### src/rtl/unsharp_mask_hir_if.sv
// Memory-port bundle for the unsharp-mask accelerator: one read port each for
// the image and the two 3-tap kernels, one write port for the mask result.
// All ports talk to synchronous RAMs: a read request (rd_en with addr_data)
// issued in cycle n returns rd_data during cycle n+1; a write (wr_en with
// addr_data/wr_data) lands on the rising edge that ends the strobe cycle.
// addr_en always mirrors the port's rd_en/wr_en.
interface unsharp_mask_hir_if #(parameter int DW = 32);
    logic [9:0]    img_p0_addr_data;
    logic          img_p0_addr_en;
    logic          img_p0_rd_en;
    logic [DW-1:0] img_p0_rd_data;

    logic [2:0]    kernelX_p0_addr_data;
    logic          kernelX_p0_addr_en;
    logic          kernelX_p0_rd_en;
    logic [DW-1:0] kernelX_p0_rd_data;

    logic [2:0]    kernelY_p0_addr_data;
    logic          kernelY_p0_addr_en;
    logic          kernelY_p0_rd_en;
    logic [DW-1:0] kernelY_p0_rd_data;

    logic [9:0]    mask_p0_addr_data;
    logic          mask_p0_addr_en;
    logic          mask_p0_wr_en;
    logic [DW-1:0] mask_p0_wr_data;

    // Accelerator side
    modport master (
        output img_p0_addr_data, img_p0_addr_en, img_p0_rd_en,
        input  img_p0_rd_data,
        output kernelX_p0_addr_data, kernelX_p0_addr_en, kernelX_p0_rd_en,
        input  kernelX_p0_rd_data,
        output kernelY_p0_addr_data, kernelY_p0_addr_en, kernelY_p0_rd_en,
        input  kernelY_p0_rd_data,
        output mask_p0_addr_data, mask_p0_addr_en, mask_p0_wr_en, mask_p0_wr_data
    );

    // Memory side
    modport slave (
        input  img_p0_addr_data, img_p0_addr_en, img_p0_rd_en,
        output img_p0_rd_data,
        input  kernelX_p0_addr_data, kernelX_p0_addr_en, kernelX_p0_rd_en,
        output kernelX_p0_rd_data,
        input  kernelY_p0_addr_data, kernelY_p0_addr_en, kernelY_p0_rd_en,
        output kernelY_p0_rd_data,
        input  mask_p0_addr_data, mask_p0_addr_en, mask_p0_wr_en, mask_p0_wr_data
    );
endinterface

### src/rtl/unsharp_mask_hir.sv
// Unsharp-mask detail generator for a 32x32 frame of signed pixels:
// mask = img - ((sum of ky[a]*kx[b]*img(i+a-1,j+b-1)) >>> SHIFT).
// Border pixels are written as 0. One start pulse runs one full frame:
// LOADK (7 cycles), then one cycle per border pixel and 11 per interior pixel
// (9 tap reads, 1 final capture, 1 write). state_dbg exposes the FSM state.
module unsharp_mask_hir #(
    parameter int SHIFT = 4,
    parameter int DW    = 32
) (
    input  logic                  clk,
    input  logic                  rst,
    input  logic                  t,
    unsharp_mask_hir_if.master    mem,
    output logic [1:0]            state_dbg
);

    typedef enum logic [1:0] {
        IDLE  = 2'd0,
        LOADK = 2'd1,
        PIXEL = 2'd2
    } state_t;

    state_t state, state_n;

    logic [3:0]           cnt;          // cycle within LOADK or within a pixel
    logic [4:0]           row, col;     // current pixel (i, j)
    logic signed [DW-1:0] kx [3];
    logic signed [DW-1:0] ky [3];
    logic signed [63:0]   acc;          // wraps modulo 2^64
    logic signed [DW-1:0] centre;       // img(i,j), captured from the (1,1) tap

    // Last driven addresses, so idle address lines hold their value
    logic [9:0] img_addr_q, mask_addr_q;
    logic [2:0] kx_addr_q, ky_addr_q;

    logic                 border, last_pix, pix_done;
    logic                 kx_rd, ky_rd, img_rd, wr;
    logic [1:0]           req_a, req_b, cap_a, cap_b;
    logic [4:0]           tap_row, tap_col;
    logic signed [DW-1:0] pix, coef, blur, mask_val;
    logic [63:0]          prod;

    // Tap index n = 0..8 maps to (a, b) with a outer, b inner
    function automatic logic [3:0] tap_of(input logic [3:0] n);
        case (n)
            4'd0:    tap_of = {2'd0, 2'd0};
            4'd1:    tap_of = {2'd0, 2'd1};
            4'd2:    tap_of = {2'd0, 2'd2};
            4'd3:    tap_of = {2'd1, 2'd0};
            4'd4:    tap_of = {2'd1, 2'd1};
            4'd5:    tap_of = {2'd1, 2'd2};
            4'd6:    tap_of = {2'd2, 2'd0};
            4'd7:    tap_of = {2'd2, 2'd1};
            4'd8:    tap_of = {2'd2, 2'd2};
            default: tap_of = 4'd0;
        endcase
    endfunction

    // Pixel classification, tap selection and the multiply-accumulate terms
    always_comb begin
        border     = (row == 5'd0) || (row == 5'd31) || (col == 5'd0) || (col == 5'd31);
        last_pix   = (row == 5'd31) && (col == 5'd31);
        pix_done   = border || (cnt == 4'd10);
        {req_a, req_b} = tap_of(cnt);
        // data arriving this cycle belongs to the request of the previous cycle
        {cap_a, cap_b} = tap_of(cnt - 4'd1);
        tap_row    = row + {3'b000, req_a} - 5'd1;
        tap_col    = col + {3'b000, req_b} - 5'd1;
        pix        = mem.img_p0_rd_data;
        coef       = ky[cap_a] * kx[cap_b];
        prod       = {{(64-DW){coef[DW-1]}}, coef} * {{(64-DW){pix[DW-1]}}, pix};
        blur       = acc[SHIFT+DW-1:SHIFT];
        mask_val   = centre - blur;
    end

    // FSM state register
    always_ff @(posedge clk or negedge rst) begin
        if (!rst) state <= IDLE;
        else      state <= state_n;
    end

    // Next state and per-cycle memory strobes
    always_comb begin
        state_n = state;
        kx_rd   = 1'b0;
        ky_rd   = 1'b0;
        img_rd  = 1'b0;
        wr      = 1'b0;
        case (state)
            IDLE: begin
                if (t) state_n = LOADK;
            end
            LOADK: begin
                kx_rd = (cnt < 4'd3);
                ky_rd = (cnt >= 4'd3) && (cnt < 4'd6);
                if (cnt == 4'd6) state_n = PIXEL;
            end
            PIXEL: begin
                img_rd = !border && (cnt < 4'd9);
                wr     = pix_done;
                if (pix_done && last_pix) state_n = IDLE;
            end
            default: state_n = IDLE;
        endcase
    end

    // Port drive: addresses follow the active request, else hold the last one
    always_comb begin
        mem.img_p0_rd_en         = img_rd;
        mem.img_p0_addr_en       = img_rd;
        mem.img_p0_addr_data     = img_rd ? {tap_row, tap_col} : img_addr_q;
        mem.kernelX_p0_rd_en     = kx_rd;
        mem.kernelX_p0_addr_en   = kx_rd;
        mem.kernelX_p0_addr_data = kx_rd ? cnt[2:0] : kx_addr_q;
        mem.kernelY_p0_rd_en     = ky_rd;
        mem.kernelY_p0_addr_en   = ky_rd;
        mem.kernelY_p0_addr_data = ky_rd ? (cnt[2:0] - 3'd3) : ky_addr_q;
        mem.mask_p0_wr_en        = wr;
        mem.mask_p0_addr_en      = wr;
        mem.mask_p0_addr_data    = wr ? {row, col} : mask_addr_q;
        mem.mask_p0_wr_data      = (wr && !border) ? mask_val : '0;
        state_dbg                = state;
    end

    // Counters, kernel capture, accumulator and address hold registers
    always_ff @(posedge clk or negedge rst) begin
        if (!rst) begin
            cnt         <= '0;
            row         <= '0;
            col         <= '0;
            acc         <= '0;
            centre      <= '0;
            img_addr_q  <= '0;
            mask_addr_q <= '0;
            kx_addr_q   <= '0;
            ky_addr_q   <= '0;
            for (int k = 0; k < 3; k++) begin
                kx[k] <= '0;
                ky[k] <= '0;
            end
        end else begin
            img_addr_q  <= mem.img_p0_addr_data;
            mask_addr_q <= mem.mask_p0_addr_data;
            kx_addr_q   <= mem.kernelX_p0_addr_data;
            ky_addr_q   <= mem.kernelY_p0_addr_data;
            case (state)
                IDLE: begin
                    if (t) begin
                        cnt <= '0;
                        row <= '0;
                        col <= '0;
                    end
                end
                LOADK: begin
                    cnt <= (cnt == 4'd6) ? 4'd0 : cnt + 4'd1;
                    case (cnt)
                        4'd1: kx[0] <= mem.kernelX_p0_rd_data;
                        4'd2: kx[1] <= mem.kernelX_p0_rd_data;
                        4'd3: kx[2] <= mem.kernelX_p0_rd_data;
                        4'd4: ky[0] <= mem.kernelY_p0_rd_data;
                        4'd5: ky[1] <= mem.kernelY_p0_rd_data;
                        4'd6: ky[2] <= mem.kernelY_p0_rd_data;
                        default: ;
                    endcase
                end
                PIXEL: begin
                    if (pix_done) begin
                        cnt <= '0;
                        col <= col + 5'd1;
                        if (col == 5'd31) row <= row + 5'd1;
                    end else begin
                        cnt <= cnt + 4'd1;
                    end
                    if (!border && (cnt >= 4'd1) && (cnt <= 4'd9)) begin
                        acc <= ((cnt == 4'd1) ? 64'sd0 : acc) + $signed(prod);
                        if (cnt == 4'd5) centre <= pix;
                    end
                end
                default: ;
            endcase
        end
    end

endmodule

### src/flat_wrapper.sv
// flat-port wrapper written by rule: the top's interface ports become plain ports
module unsharp_mask_hir_flat 
#(
    parameter int SHIFT = 4,
    parameter int DW    = 32
)
  (clk, rst, t, state_dbg, mem_img_p0_addr_data, mem_img_p0_addr_en, mem_img_p0_rd_en, mem_img_p0_rd_data, mem_kernelX_p0_addr_data, mem_kernelX_p0_addr_en, mem_kernelX_p0_rd_en, mem_kernelX_p0_rd_data, mem_kernelY_p0_addr_data, mem_kernelY_p0_addr_en, mem_kernelY_p0_rd_en, mem_kernelY_p0_rd_data, mem_mask_p0_addr_data, mem_mask_p0_addr_en, mem_mask_p0_wr_en, mem_mask_p0_wr_data);
  unsharp_mask_hir_if #(.DW(DW)) mem_i ();
  input  logic clk;
  input  logic rst;
  input  logic t;
  output logic [1:0] state_dbg;
  output wire logic [$bits(mem_i.img_p0_addr_data)-1:0] mem_img_p0_addr_data;
  output wire logic [$bits(mem_i.img_p0_addr_en)-1:0] mem_img_p0_addr_en;
  output wire logic [$bits(mem_i.img_p0_rd_en)-1:0] mem_img_p0_rd_en;
  input wire logic [$bits(mem_i.img_p0_rd_data)-1:0] mem_img_p0_rd_data;
  output wire logic [$bits(mem_i.kernelX_p0_addr_data)-1:0] mem_kernelX_p0_addr_data;
  output wire logic [$bits(mem_i.kernelX_p0_addr_en)-1:0] mem_kernelX_p0_addr_en;
  output wire logic [$bits(mem_i.kernelX_p0_rd_en)-1:0] mem_kernelX_p0_rd_en;
  input wire logic [$bits(mem_i.kernelX_p0_rd_data)-1:0] mem_kernelX_p0_rd_data;
  output wire logic [$bits(mem_i.kernelY_p0_addr_data)-1:0] mem_kernelY_p0_addr_data;
  output wire logic [$bits(mem_i.kernelY_p0_addr_en)-1:0] mem_kernelY_p0_addr_en;
  output wire logic [$bits(mem_i.kernelY_p0_rd_en)-1:0] mem_kernelY_p0_rd_en;
  input wire logic [$bits(mem_i.kernelY_p0_rd_data)-1:0] mem_kernelY_p0_rd_data;
  output wire logic [$bits(mem_i.mask_p0_addr_data)-1:0] mem_mask_p0_addr_data;
  output wire logic [$bits(mem_i.mask_p0_addr_en)-1:0] mem_mask_p0_addr_en;
  output wire logic [$bits(mem_i.mask_p0_wr_en)-1:0] mem_mask_p0_wr_en;
  output wire logic [$bits(mem_i.mask_p0_wr_data)-1:0] mem_mask_p0_wr_data;
  assign mem_img_p0_addr_data = mem_i.img_p0_addr_data;
  assign mem_img_p0_addr_en = mem_i.img_p0_addr_en;
  assign mem_img_p0_rd_en = mem_i.img_p0_rd_en;
  assign mem_i.img_p0_rd_data = mem_img_p0_rd_data;
  assign mem_kernelX_p0_addr_data = mem_i.kernelX_p0_addr_data;
  assign mem_kernelX_p0_addr_en = mem_i.kernelX_p0_addr_en;
  assign mem_kernelX_p0_rd_en = mem_i.kernelX_p0_rd_en;
  assign mem_i.kernelX_p0_rd_data = mem_kernelX_p0_rd_data;
  assign mem_kernelY_p0_addr_data = mem_i.kernelY_p0_addr_data;
  assign mem_kernelY_p0_addr_en = mem_i.kernelY_p0_addr_en;
  assign mem_kernelY_p0_rd_en = mem_i.kernelY_p0_rd_en;
  assign mem_i.kernelY_p0_rd_data = mem_kernelY_p0_rd_data;
  assign mem_mask_p0_addr_data = mem_i.mask_p0_addr_data;
  assign mem_mask_p0_addr_en = mem_i.mask_p0_addr_en;
  assign mem_mask_p0_wr_en = mem_i.mask_p0_wr_en;
  assign mem_mask_p0_wr_data = mem_i.mask_p0_wr_data;
  unsharp_mask_hir #(.SHIFT(SHIFT), .DW(DW)) u_core (.clk(clk), .rst(rst), .t(t), .mem(mem_i), .state_dbg(state_dbg));
endmodule
### config.mk
export PLATFORM = sky130hd
export DESIGN_NAME = unsharp_mask_hir_flat
export DESIGN_NICKNAME = d
export VERILOG_FILES = /design/src/rtl/unsharp_mask_hir_if.sv /design/src/rtl/unsharp_mask_hir.sv /design/src/flat_wrapper.sv
export SDC_FILE = /design/constraint.sdc
export NUM_CORES = 2
export LEC_CHECK = 0
export CAP_MARGIN = 20
export CORE_AREA = 2 2 418 420
export CTS_BUF_LIST = sky130_fd_sc_hd__clkbuf_8
export CTS_CLUSTER_DIAMETER = 30
export DETAILED_ROUTE_END_ITERATION = 8
export DIE_AREA = 0 0 420 422
export GPL_TIMING_DRIVEN = 0
export HOLD_SLACK_MARGIN = 0.02
export PLACE_DENSITY = 0.43
export SYNTH_ARGS = -nofsm -noshare
export SYNTH_HDL_FRONTEND = slang
export SYNTH_SLANG_ARGS = --single-unit
### constraint.sdc
create_clock -name clk -period 44.6 [get_ports clk]
set_clock_uncertainty 0.1 [all_clocks]
set_input_delay 4.46 -clock clk [delete_from_list [all_inputs] [get_ports clk]]
set_output_delay 4.46 -clock clk [all_outputs]
set_load 0.01 [all_outputs]
Word level (Yosys, flattened, before mapping)
Memories as Yosys holds them, arrays and structs flattened.
Cells that the tools add are included.
{ "word_totals": {"reg_bits": 330, "mem_bits_ro": 128, "in_bits": 99, "output_inout_bits": 68, "elab_cells": 116, "n_memories": 2} }
{ "mem_list": {"columns": ["memory", "depth", "width", "read_ports", "rd_clocked_by_memory_dff", "wr", "line_no", "source"], "rows": [
  ["(name not given)", 16, 4, 1, 0, 0, "unsharp_mask_hir.sv:45", "case (n)"],
  ["(name not given)", 16, 4, 1, 0, 0, "unsharp_mask_hir.sv:45", null]
]} }
{ "op_classes": {"addsub": 11, "multipliers": 2, "n_lt_le_gt_ge": 8, "n_eq_ne": 16, "muxes": 30, "bitwise_logic": 2, "reduce_logical": 29} }
{ "op_table": {"columns": ["op", "count"], "rows": [
  ["$mux 32", 5],
  ["$bmux 32 s2", 2],
  ["$add 64x64->64", 1],
  ["$mul 32x32->64", 1],
  ["$mux 64", 1],
  ["$mul 32x32->32", 1],
  ["$sub 32x32->32", 1],
  ["$mux 10", 2],
  ["$mux 5", 4],
  ["$pmux 5 s2", 2],
  ["$reduce_and 2->1", 8],
  ["$eq 4x3->1 const B", 3],
  ["$mux 4", 3],
  ["$pmux 4 s3", 1],
  ["$add 5x1->5 const B", 2],
  ["$add 5x2->5", 2],
  ["$eq 5x5->1 const B", 2],
  ["$logic_not 5->1", 2],
  ["$sub 5x1->5 const B", 2],
  ["$reduce_and 3->1", 3],
  ["$eq 4x2->1 const B", 2],
  ["$ne 2x1->1 const B", 4],
  ["$logic_and 1x1->1", 7],
  ["$ge 3x3->1 const B", 2],
  ["25 further kinds", 35]
]} }

Longest topological paths before layout
An unclocked memory read counts as a cell.
{ "logic_depth": {"ltp_word": 9, "mapped_depth": 76} }

Worst setup path before layout
No wires, ideal clock.
{ "synth_timing": {"kind": "register to register", "startpoint": "reg u_core.cnt[0]", "endpoint": "reg u_core.acc[35]", "setup_time_ns": 0.130, "t_arrival_ns": 16.783, "required_ns": 44.370, "path_slack_ns": 27.587, "path_stages_with_launch": 67, "n_path_buf": 5, "path_cell_list": "dfrtp_1 > inv_1 > ha_1 > xor2_1 > o22a_1 > clkbuf_1 > clkbuf_1 > buf_1 > clkbuf_1 > a21oi_1 > clkbuf_1 > nand2_1 > fa_1 > fa_1 > fa_1 > fa_1 > fa_1 > inv_1 > (+31 left out) > fa_1 > fa_1 > xor2_1 > xnor2_1 > xnor2_1 > xnor2_1 > xnor2_1 > xnor2_1 > xnor2_1 > xnor3_1 > xnor2_1 > xnor2_1 > xnor3_1 > xor2_1 > xnor3_1 > xnor3_1 > xor2_1 > o21ai_1"} }
{ "synth_between": {"elab_chain_cells": 9} }
{ "synth_lines": {"columns": ["element", "line_no", "source"], "rows": [
  ["start, declared", "unsharp_mask_hir.sv:25", "logic [3:0] cnt;"],
  ["start signal, assigned", "unsharp_mask_hir.sv:155", "cnt <= (cnt == 4'd6) ? 4'd0 : cnt + 4'd1;"],
  ["start signal, assigned", "unsharp_mask_hir.sv:172", "cnt <= cnt + 4'd1;"],
  ["$sub 4x1->4", "unsharp_mask_hir.sv:66", "{cap_a, cap_b} = tap_of(cnt - 4'd1);"],
  ["$mem_v2 16x4", null, null],
  ["$not 2->3 (implied by the code)", "unsharp_mask_hir.sv:70", "coef = ky[cap_a] * kx[cap_b];"],
  ["$bmux 32 s2", "unsharp_mask_hir.sv:70", null],
  ["$mux 32 (implied by the code) (2 in series)", "unsharp_mask_hir.sv:70", null],
  ["$mul 32x32->32", "unsharp_mask_hir.sv:70", null],
  ["$mul 32x32->64", "unsharp_mask_hir.sv:71", "prod = {{(64-DW){coef[DW-1]}}, coef} * {{(64-DW){pix[DW-1]}}, pix};"],
  ["$add 64x64->64", "unsharp_mask_hir.sv:175", "acc <= ((cnt == 4'd1) ? 64'sd0 : acc) + $signed(prod);"],
  ["end signal, assigned", "unsharp_mask_hir.sv:175", null],
  ["end, declared", "unsharp_mask_hir.sv:29", "logic signed [63:0] acc;"]
]} }
Several ways; a longest one is shown, not always the timed one. The select of a mux whose other input is x is not followed.
A chain may end at the register's enable or synchronous reset.

Final worst setup path
Same ends and word-level chain as after synthesis.

==> flow_summary_export.csv <==
group,metric,value,unit
run_status,status,"complete, no violations",
setup_path,cp_data_required_time,45.03,ns
timing,clock.fmax,46.5,MHz
detailed_routing,wl_met3,8.43,mm
place,dp_hpwl,157,mm
setup_path,cpMaxStageDelayCell,"dfrtp_1",
global_route,first_global_vias,41100,
place,place.gp.congestion,0.897,
setup_path,startpoint,"u_core.cnt[0]$_DFFE_PN0P_",
cts,numClockSinks,302,
detailed_routing,drc,0,
synth,async_flop_share,1.00,
timing,post-route-min-period,21.53,ns
global_route,grt_pass1_wl,277,mm
global_route,antenna_found_initial,16,
hold_path,hold_depth,2,
global_route,grt_use_total,0.215,
synth,synth-simple-area-share,0.132,
hold_path,min_from,"u_core.acc[0]$_DFFE_PN0P_",
cts,clkTransAtPathRegs,0.05,ns
setup_path,rr_worst_depth,67,
floorplan,io_pins,167,
synth,synth_top_area_share,0.379,
detailed_routing,wl_met1,78.3,mm
setup_path,cp.depth,67,
cts,cts_max_level,3,
setup_path,crit_family,"adder cells",
cells_and_area,fin_area,58300,um^2
setup_path,cp_data_arrival_time,21.96,ns
setup_path,path_common_cell,"fa_1",
detailed_routing,wl_met2,92.6,mm
place,dpl-instance-area,56500,um^2
synth,yosys.area.top_type,"fa_1",
synth,ys_top_cells_by_count,"1168 x inv_1, 974 x fa_1, 691 x nand2_1",
setup_path,timing.setup.critical_path_class,"flip-flop to flip-flop",
floorplan,dieArea,177000,um^2
timing,tightest_slew,1.22,ns
detailed_routing,first_pass_iters,5,
floorplan,coreArea,173000,um^2
synth,synth.most_common_cell,"inv_1",
cells_and_area,nNetsFinal,7253,
synth,synthTopCellsByArea,"fa_1 38%, dfrtp_1 15%, ha_1 9.0%",
cts,cts_buffers,76,
cells_and_area,multi_input_area,38500,um^2
detailed_routing,postRouteWirelength,188,mm
cts,cts_tree,"built",
synth,ys_seq_area_frac,0.147,
setup_path,end_kind,"flip-flop",
cells_and_area,layout.area.seq,7560,um^2
synth,synth-seq-cells,302,
synth,synth.avg_cell_area,9.32,um^2
detailed_routing,vias,38100,
hold_path,hp-class,"flip-flop to flip-flop",
synth,synth_compound_area_frac,0.0467,
setup_path,max_stage_delay,0.60,ns
setup_path,r2r_start,"u_core.cnt[0]$_DFFE_PN0P_",
detailed_routing,highest_layer,"met5",
timing,rsz0062_at_grt,"false",
timing,finalHoldViolations,0,
synth,synth_top_family_by_area,"adder cells",
timing,max_slew_margin,0.184,
synth,ys.flop_type,"dfrtp_1",
cts,root_buffer,"clkbuf_8",
synth,syn_area,51500,um^2
synth,synth_cell_types,66,
cells_and_area,fillers,18200,
floorplan,start_util,0.298,
timing,period_share,0.483,
synth,synthesis.nets,6971,
setup_path,cp_max_fo,11,
detailed_routing,final_antenna_net_count,0,
setup_path,path_buf_inv,14,
cts,clock_latency,0.71,ns
place,numPortBuffers,162,
timing,drv_slew,0,
synth,synth-edff-count,0,
timing,setup_tns,0,ns
detailed_routing,route.detailed.wl_per_inst,22.9,um
synth,synth_fa_ha_area_frac,0.469,
global_route,grt_max_degree,114,
detailed_routing,viasPerCell,4.65,
cts,post-cts-setup-buffer-count,0,
synth,synth_cells,5526,
cells_and_area,area_delta_synth_final,13.2,%
floorplan,die-height,422,um
cts,cts_resized,0,
detailed_routing,first_iter_violations,2016,
job,maxCapViolations,0,
global_route,overflow,0,
floorplan,die_x,420,um
synth,ys_warn_count,0,
cells_and_area,layout-drive-gt1-share,0.0766,
floorplan,rows,153,
timing,finalSetupViolCount,0,
setup_path,worstSetupStartpointType,"flip-flop",
synth,synth.area.mux_share,0.0627,
synth,synth_xor_area_frac,0.0366,
cts,cts_hold_buf,0,
cts,clock_tree.buffer_depth,3,
## flip-flops by register name, indices dropped and copies added, names as in the netlist
name                cells
u_core.kx              96
u_core.ky              96
u_core.acc             36
u_core.centre          32
u_core.img_addr_q      10
u_core.mask_addr_q     10
u_core.col              5
u_core.row              5
u_core.cnt              4
u_core.kx_addr_q        3
u_core.ky_addr_q        3
u_core.state_dbg        2
## per-layer routing
metal | GRT usage | vias up
li1 | - | 17100
met1 | 0.273 | 19800
met2 | 0.370 | 993
met3 | 0.0262 | 269
met4 | 0.0820 | 2
met5 | 0 | -
## path summary, 6_finish.rpt
path,to,slack [ns]
max,u_core.acc[35]$_DFFE_PN0P_,23.07
min,u_core.acc[0]$_DFFE_PN0P_,0.37
max reg2reg,u_core.acc[35]$_DFFE_PN0P_,23.07
min reg2reg,u_core.acc[0]$_DFFE_PN0P_,0.37
max in group asynchronous,u_core.centre[11]$_DFFE_PN0P_,39.09
min in group asynchronous,u_core.kx[57]$_DFFE_PN0P_,3.71
## worst register-to-register path, delay by kind of cell (launching register included)
family          cells  cell delay, ns
buf+inv            14            3.26
compound gates     12            2.91
simple gates        7            1.53
flops               1            0.60
fa+ha+maj          18            8.43
xor+xnor           16            4.57
## layout make-up
| type | instances | area share |
|---|---|---|
| multi-input combinational | 3794 | 0.661 |
| sequential | 302 | 0.130 |
| inverter | 1169 | 0.0753 |
| tap | 2325 | 0.0499 |
| timing repair buffer | 204 | 0.0368 |
| clock buffer | 92 | 0.0217 |
| buffer | 261 | 0.0179 |
| clock inverter | 40 | 0.00736 |
| antenna | 11 | 0.000472 |
## cell usage in the layout (no fill, tap or decap), drive strengths merged, types with 51 or more instances in the layout
master	instances
and2	255
buf	73
xor2	52
a21o	51
ha	372
o21ai	125
clkdlybuf4s50	161
nor2	454
clkbuf	323
a21oi	130
fa	974
mux2i	66
dfrtp	302
nand2	692
inv	1181
mux2	228
xnor2	146
## metrics by stage
step,hold WS [ns],worst slack (ns),util,cells
floorplan,0.337,27.59,-,5526
finish,0.369,23.07,0.337,8198
global placement,0.357,22.83,0.324,8013
detailed placement,0.361,22.93,0.327,8052
CTS,0.371,22.89,0.337,8184
global route,0.390,22.05,0.337,8189
## kinds of logic (layout without fill, tap and decap cells)
family                     after synthesis  after routing
DFF                                    302            302
other                                    0             11
muxes                                  294            294
buffers and inverters                 1430           1766
xor gates and xnor gates               204            204
AOI/OAI and AO/OA                      397            397
and+or+nand+nor                       1553           1553
adders and majority gates             1346           1346
Power is not shown: default switching activity piles up to over one toggle a cycle in this logic, so the estimate is an artifact.
